[src/rtl/uart_rx_ascii.sv]
// 8N1 LSB-first UART receiver feeding the PWM duty stage.
// data_out holds the last well-framed byte. data_valid and frame_err are one-cycle pulses.
module uart_rx_ascii #(
  parameter int          CLKS_PER_BIT = 5208,
  parameter logic [7:0]  RESET_BYTE   = 8'h30
) (
  input  logic       clk,
  input  logic       rst_n,
  input  logic       rx,
  output logic [7:0] data_out,
  output logic       data_valid,
  output logic       frame_err,
  output logic       busy
);

  // state     | meaning
  // IDLE      | line idle, baud counter held at 0
  // START     | start bit seen, confirm it at mid-bit
  // DATA      | sample 8 data bits at full-bit points (mid-bit in line time)
  // STOP      | check stop bit, publish byte or flag framing error
  // WAIT_IDLE | line stuck low after a bad stop bit, wait for it to go high
  localparam logic [2:0] IDLE      = 3'd0;
  localparam logic [2:0] START     = 3'd1;
  localparam logic [2:0] DATA      = 3'd2;
  localparam logic [2:0] STOP      = 3'd3;
  localparam logic [2:0] WAIT_IDLE = 3'd4;

  localparam logic [15:0] HALF_CNT = 16'((CLKS_PER_BIT - 1) / 2);
  localparam logic [15:0] FULL_CNT = 16'(CLKS_PER_BIT - 1);

  logic        rx_meta_q, rx_s_q;
  logic [2:0]  state_q, state_d;
  logic [15:0] cnt_q, cnt_d;
  logic [2:0]  idx_q, idx_d;
  logic [7:0]  shift_q, shift_d;
  logic [7:0]  data_q, data_d;
  logic        dv_q, dv_d;
  logic        fe_q, fe_d;

  always_ff @(posedge clk or negedge rst_n) begin
    if (!rst_n) begin
      rx_meta_q <= 1'b1;
      rx_s_q    <= 1'b1;
    end else begin
      rx_meta_q <= rx;
      rx_s_q    <= rx_meta_q;
    end
  end

  always_comb begin
    state_d = state_q;
    cnt_d   = cnt_q + 16'd1;
    idx_d   = idx_q;
    shift_d = shift_q;
    data_d  = data_q;
    dv_d    = 1'b0;
    fe_d    = 1'b0;
    case (state_q)
      IDLE: begin
        cnt_d = 16'd0;
        idx_d = 3'd0;
        if (!rx_s_q) state_d = START;
      end
      START: begin
        // Restarting the count here puts every later full-bit point mid-bit.
        if (cnt_q == HALF_CNT) begin
          cnt_d   = 16'd0;
          state_d = rx_s_q ? IDLE : DATA;
        end
      end
      DATA: begin
        if (cnt_q == FULL_CNT) begin
          cnt_d          = 16'd0;
          shift_d[idx_q] = rx_s_q;
          idx_d          = idx_q + 3'd1;
          if (idx_q == 3'd7) state_d = STOP;
        end
      end
      STOP: begin
        if (cnt_q == FULL_CNT) begin
          cnt_d = 16'd0;
          if (rx_s_q) begin
            data_d  = shift_q;
            dv_d    = 1'b1;
            state_d = IDLE;
          end else begin
            fe_d    = 1'b1;
            state_d = WAIT_IDLE;
          end
        end
      end
      WAIT_IDLE: begin
        cnt_d = 16'd0;
        if (rx_s_q) state_d = IDLE;
      end
      default: begin
        cnt_d   = 16'd0;
        state_d = IDLE;
      end
    endcase
  end

  always_ff @(posedge clk or negedge rst_n) begin
    if (!rst_n) begin
      state_q <= IDLE;
      cnt_q   <= 16'd0;
      idx_q   <= 3'd0;
      shift_q <= 8'd0;
      data_q  <= RESET_BYTE;
      dv_q    <= 1'b0;
      fe_q    <= 1'b0;
    end else begin
      state_q <= state_d;
      cnt_q   <= cnt_d;
      idx_q   <= idx_d;
      shift_q <= shift_d;
      data_q  <= data_d;
      dv_q    <= dv_d;
      fe_q    <= fe_d;
    end
  end

  assign data_out   = data_q;
  assign data_valid = dv_q;
  assign frame_err  = fe_q;
  assign busy       = (state_q != IDLE);

endmodule

[config.mk]
export PLATFORM = sky130hd
export DESIGN_NAME = uart_rx_ascii
export DESIGN_NICKNAME = d
export VERILOG_FILES = /design/src/rtl/uart_rx_ascii.sv
export SDC_FILE = /design/constraint.sdc
export NUM_CORES = 1
export LEC_CHECK = 0
export CAP_MARGIN = 20
export CORE_AREA = 2 2 76 78
export CTS_CLUSTER_DIAMETER = 50
export DETAILED_ROUTE_END_ITERATION = 7
export DIE_AREA = 0 0 78 80
export PLACE_DENSITY = 0.6
export SLEW_MARGIN = 20
export SYNTH_ARGS = -nofsm -noshare
export SYNTH_HDL_FRONTEND = slang
export SYNTH_SLANG_ARGS = --single-unit
[constraint.sdc]
create_clock -name clk -period 5.1 [get_ports clk]
set_clock_uncertainty 0.15 [all_clocks]
set_input_delay 1.53 -clock clk [delete_from_list [all_inputs] [get_ports clk]]
set_output_delay 1.53 -clock clk [all_outputs]
set_load 0.02 [all_outputs]
==> impl_metrics.json, run 1 <==
{
  "status": "finished, final reports clean",
  "insertion_delay_ns": 0.29,
  "layout_setup_ws_ns": 1.693,
  "vias": 1375,
  "rsz0062_at_grt": "false",
  "crit_type": "flip-flop to output pin",
  "hold_path_class": "flip-flop to flip-flop",
  "die-area_um2": 6240,
  "layout.nets": 205,
  "start_util_pct": 38.84,
  "drive_gt1_share_pct": 18.00,
  "dpl.cell_count": 264,
  "hpwl_mm": 2.456,
  "antennaDiodeCount": 0,
  "wirelength_mm": 3.734,
  "worst-endpoint-required_ns": 3.42,
  "dp_worst_setup_slack_ns": 2.013,
  "ir_drop_mv": 0.1441,
  "cp_max_fo": 13,
  "cts_sinks": 42,
  "ys_ff_latch": 42,
  "ctsResizeCount": 0,
  "power.internal_mw": 0.4817,
  "htree_levels": 2,
  "syn_area_um2": 2100,
  "root_buffer": "clkbuf_8",
  "p_leak_nw": 0.9857,
  "grt-busiest-layer": "met1",
  "synthCells": 188,
  "overflow": 0,
  "p_sw_share_pct": 20.24,
  "via_per_inst": 5.055,
  "clk_pin_slew_ns": 0.09,
  "p_seq_share_pct": 55.6,
  "synth_warnings": 0,
  "met1_usage_pct": 18.19,
  "power_switching_mw": 0.1222,
  "finalHoldViolations": 0,
  "n_fill_cell": 529,
  "avgSynthCellArea_um2": 11.17,
  "startpoint_type": "flip-flop",
  "max_cap_viol_count": 0,
  "post_cts_buffers": 0,
  "ys_seq_area_share_pct": 50.30,
  "tightest_slew_ns": 0.9178,
  "yosysUniqueCellTypes": 41,
  "yosysTopAreaCell": "dfrtp_1",
  "multi_input_area_um2": 982.2,
  "drtAntennaViolNets": 0,
  "end_kind": "output pin",
  "power_density_nw_per_um2": 253.9,
  "wl_per_cell_um": 13.73,
  "max_clock_freq_mhz": 293.5,
  "setup_violations": 0,
  "drtPass1Iterations": 4,
  "synthTopCellsByArea": "dfrtp_1 (45%), mux2_2 (7.5%), dfstp_2 (5.0%), xnor2_1 (4.2%), nor2_1 (3.6%)",
  "gr-usage-met2_pct": 17.93,
  "whs_ns": 0.2101,
  "worstPathArrival_ns": 1.73,
  "clockBufferDepth": 2,
  "grt_pass1_vias": 1265,
  "tritoncts": "done",
  "seq_area_um2": 1056,
  "synth_edf_count": 0,
  "postCtsHoldBufs": 0,
  "grt_first_pass_wirelength_mm": 6.092,
  "die_y_um": 80,
  "port_buffers": 13,
  "place_congestion": 0.7498,
  "p_clk_share_pct": 43.1,
  "track_usage_pct": 12.61,
  "synthFlopType": "dfrtp_1",
  "area_delta_synth_final_pct": 13.29,
  "fin_cells": 272,
  "core_um2": 5405,
  "drcViolationCount": 0,
  "antenna_found_initial": 0,
  "synth_top_area_share_pct": 45.29,
  "final_min_period_over_clock_period_pct": 66.81,
  "slew_headroom_pct": 38.81,
  "rows": 27,
  "die_w_um": 78,
  "ioPinCount": 14,
  "grt_max_degree": 43,
  "drt_iter0_markers": 71,
  "tns_ns": 0,
  "cts_made_buffers": 5,
  "met3_usage_pct": 3.167,
  "power_frac_comb_pct": 1.3,
  "synthArstFlopShare_pct": 100.0,
  "synth_nets": 194,
  "fin_crit_ns": 3.407,
  "drv_slew": 0
}
==> power groups by stage <==
stage	logic [mW]	clock network, mW	registers, mW
after floorplan	0.00124	0	0.341
after global placement	0.00823	0	0.342
after detailed placement	0.00842	0	0.343
after CTS	0.00839	0.272	0.336
after global routing	0.00927	0.287	0.336
final	0.00766	0.260	0.336
==> state kept, by name (all words and copies together) (netlist names) <==
name,count
data_valid,1
data_out,8
state_q,3
shift_q,8
frame_err,1
cnt_q,16
rx_meta_q,1
idx_q,3
rx_s_q,1
==> worst max-delay path, cell delays in order, from the launching register on <==
cell and delay, ns:
dfrtp_1 0.50, or3_1 0.39, clkdlybuf4s50_1 0.54
==> final cells by class <==
cell class / count / area share (%)
Clock buffer: 6 / 3.051
Multi-Input combinational cell: 133 / 41.29
Clock inverter: 2 / 1.578
Tap cell: 72 / 3.787
Inverter: 4 / 0.6312
Sequential cell: 42 / 44.40
Timing Repair Buffer: 13 / 5.260
==> layer usage <==
metal / wire length (µm) / vias to the layer above
met2: 1604 / 25
met1: 1977 / 656
met4: 34 / 0
met5: 0 / -
li1: - / 692
met3: 118 / 2
==> cells in the mapped netlist, types with 2 or more instances <==
library cell / count
mux2_1: 2
nor4b_4: 2
mux2_2: 14
a31oi_1: 3
inv_1: 4
xnor2_1: 10
dfstp_2: 4
ha_1: 3
nor2b_1: 7
nor3b_2: 2
nor4_1: 7
nor3b_1: 3
nand2_1: 9
nand3_1: 9
o21ai_0: 5
nor3_2: 2
clkbuf_1: 6
nand2b_1: 3
nor3_1: 6
nor2_1: 20
xor2_1: 4
nand4_1: 7
dfrtp_1: 38
==> path summary, 6_finish.rpt <==
path | startpoint | endpoint | slack (ns) | cells past startpoint
max | state_q[1]$_DFFE_PN0P_ | busy | 1.69 | 2
min | rx_meta_q$_DFF_PN1_ | rx_s_q$_DFF_PN1_ | 0.21 | 0
max reg2reg | cnt_q[0]$_DFF_PN0_ | cnt_q[8]$_DFF_PN0_ | 2.62 | 5
min reg2reg | rx_meta_q$_DFF_PN1_ | rx_s_q$_DFF_PN1_ | 0.21 | 0
max in group asynchronous | rst_n | cnt_q[7]$_DFF_PN0_ | 3.01 | 1
min in group asynchronous | rst_n | state_q[2]$_DFFE_PN0P_ | 1.22 | 1
==> cells by family (layout without fill, tap and decap cells) <==
group,after synthesis,in the layout,synth area share (%)
AOI/OAI and AO/OA,12,12,3.695
xor gates and xnor gates,14,14,5.840
adders and majority gates,3,3,1.788
buffers and inverters,13,25,2.920
DFF,42,42,50.30
muxes,16,16,8.582
and+or+nand+nor,88,88,26.88
==> cell usage in the layout, fill, tap and decap left out, types with 2 or more instances in the layout <==
master,instances
mux2_2,14
nor2_1,20
dfrtp_1,38
inv_1,4
mux2_1,2
nor3_2,2
nand3_1,9
nor2b_1,7
nor4b_4,2
clkbuf_8,5
nor4_1,7
ha_1,3
xnor2_1,10
a31oi_1,3
nor3b_1,3
nand2b_1,3
dfstp_2,4
nor3b_2,2
xor2_1,4
nand2_1,9
clkdlybuf4s50_1,12
o21ai_0,5
nand4_1,7
nor3_1,6
==> stage by stage <==
step	cell area, µm²	utilization (%)	total power, mW
2_1_floorplan	2100	-	0.3426
3_3_place_gp	2268	41.97	0.3507
3_5_place_dp	2268	41.97	0.3510
4_1_cts	2379	44.00	0.6162
5_1_grt	2379	44.00	0.6323
6_report	2379	44.00	0.6039
Note: power is estimated with default switching activity, not from simulation.
==> inputs of run 2 (changes only) <==
clock period = 3.4 ns   (was 5.1 ns; I/O delays follow)
==> run 2 against run 1 <==
Compared with the run above: critical path depth stayed put; cell area is 0.63% lower; via count is 0.80% lower; sequential share of layout area is 0.28 points higher; setup slack worse by 1.2 ns; wire length is 1.0% lower; sequential power is 50% higher; critical path type unchanged; highest routed layer unchanged.
==> impl_metrics.json, run 2 (synthesized netlist as in run 1, its figures left out) <==
{
  "drtPass1Iterations": 4,
  "reg2reg_from": "cnt_q[0]$_DFF_PN0_",
  "tritoncts": "done",
  "hold_depth": 0,
  "endpoint": "busy",
  "end_kind": "output pin",
  "tns_ns": 0,
  "ioPinCount": 14,
  "path_delay_family": "buffers and inverters",
  "drv_slew": 0,
  "hpwl_mm": 2.420,
  "antennaDiodeCount": 0,
  "largest_reg_flops": 16,
  "htree_levels": 2,
  "top_register": "cnt_q",
  "drtAntennaViolNets": 0,
  "max_cap_viol_count": 0,
  "die_w_um": 78,
  "die_y_um": 80,
  "min_from": "rx_meta_q$_DFF_PN1_",
  "slew_headroom_pct": 38.17,
  "port_buffers": 13,
  "grt_max_degree": 43,
  "layout.nets": 205,
  "cp_num_cells": 2,
  "worst-endpoint-required_ns": 2.23,
  "path_cells": "or3_1 > clkdlybuf4s50_1",
  "start_util_pct": 38.84,
  "hold_path_class": "flip-flop to flip-flop",
  "cp_num_buf_inv": 1,
  "root_buffer": "clkbuf_8",
  "core_um2": 5405,
  "startpoint": "state_q[1]$_DFFE_PN0P_",
  "startpoint_type": "flip-flop",
  "cp_slowest_cell": "clkdlybuf4s50_1",
  "finalHoldViolations": 0,
  "ctsResizeCount": 0,
  "fin_crit_ns": 2.909,
  "rrSetupSlack_ns": 0.92,
  "max_clock_freq_mhz": 343.8,
  "post_cts_buffers": 0,
  "p_leak_nw": 0.9831,
  "cts_made_buffers": 5,
  "final_cell_mix": "dfrtp_1 (38), nor2_1 (20), mux2_2 (14)",
  "postCtsHoldBufs": 0,
  "power_mw": 0.8579,
  "drive_gt1_share_pct": 18.00,
  "die-area_um2": 6240,
  "drcViolationCount": 0,
  "rsz0062_at_grt": "false",
  "cp_max_fo": 13,
  "r2r_cells": 5,
  "area_delta_synth_final_pct": 12.57,
  "clk_pin_slew_ns": 0.09,
  "place_congestion": 0.7516,
  "r2r-end": "cnt_q[14]$_DFF_PN0_",
  "grt_pass1_vias": 1343,
  "drt_iter0_markers": 79,
  "grt_first_pass_wirelength_mm": 6.541,
  "rows": 27,
  "worstPathArrival_ns": 1.74,
  "antenna_found_initial": 0,
  "crit_type": "flip-flop to output pin",
  "final_min_period_over_clock_period_pct": 85.56,
  "overflow": 0,
  "final_common_cell": "dfrtp_1",
  "power_density_nw_per_um2": 363.0,
  "ir_drop_mv": 0.1558,
  "insertion_delay_ns": 0.30,
  "tightest_slew_ns": 0.9274,
  "cts_sinks": 42,
  "track_usage_pct": 13.40,
  "status": "finished, final reports clean",
  "wl_per_cell_um": 13.58,
  "wirelength_mm": 3.695,
  "vias": 1364,
  "via_per_inst": 5.015,
  "cpPeakStageDelay_ns": 0.54,
  "clockBufferDepth": 2,
  "setup_violations": 0
}
-- run 2: worst min-delay path by stage --
stage                        to  slack (ns)
5_1_grt        rx_s_q$_DFF_PN1_        0.22
4_1_cts        rx_s_q$_DFF_PN1_        0.21
3_5_place_dp   rx_s_q$_DFF_PN1_        0.20
2_1_floorplan  rx_s_q$_DFF_PN1_        0.20
6_report       rx_s_q$_DFF_PN1_        0.21
3_3_place_gp   rx_s_q$_DFF_PN1_        0.20
-- run 2: power by group --
part	internal (mW)	switching [mW]
sequential	0.501	0.00253
clock	0.168	0.175
combinational	0.00189	0.00970
total	0.671	0.187
-- run 2: layout make-up --
| class | instances | area, µm² |
|---|---|---|
| Sequential cell | 42 | 1056 |
| Timing Repair Buffer | 13 | 125.1 |
| Clock buffer | 7 | 86.33 |
| Fill cell | 524 | 3042 |
| Multi-Input combinational cell | 133 | 982.2 |
| Tap cell | 72 | 90.09 |
| Inverter | 4 | 15.01 |
| Clock inverter | 1 | 8.758 |
-- run 2: layer usage --
metal / up-vias / global-route usage (%) / routed length, µm
li1: 690 / - / -
met1: 648 / 19.03 / 1894
met2: 19 / 18.97 / 1620
met3: 7 / 3.054 / 103
met4: 0 / 7.018 / 76
met5: - / 0 / 0
-- run 2: stage by stage --
step	setup WS (ns)	utilization (%)	hold WS, ns	instance area, µm²	cells
floorplan	1.223	-	0.1952	2100	188
global placement	0.8283	41.97	0.1970	2268	264
detailed placement	0.8328	41.97	0.1988	2268	264
CTS	0.4844	43.73	0.2107	2364	272
global route	0.4023	43.73	0.2184	2364	272
finish	0.4911	43.73	0.2081	2364	272
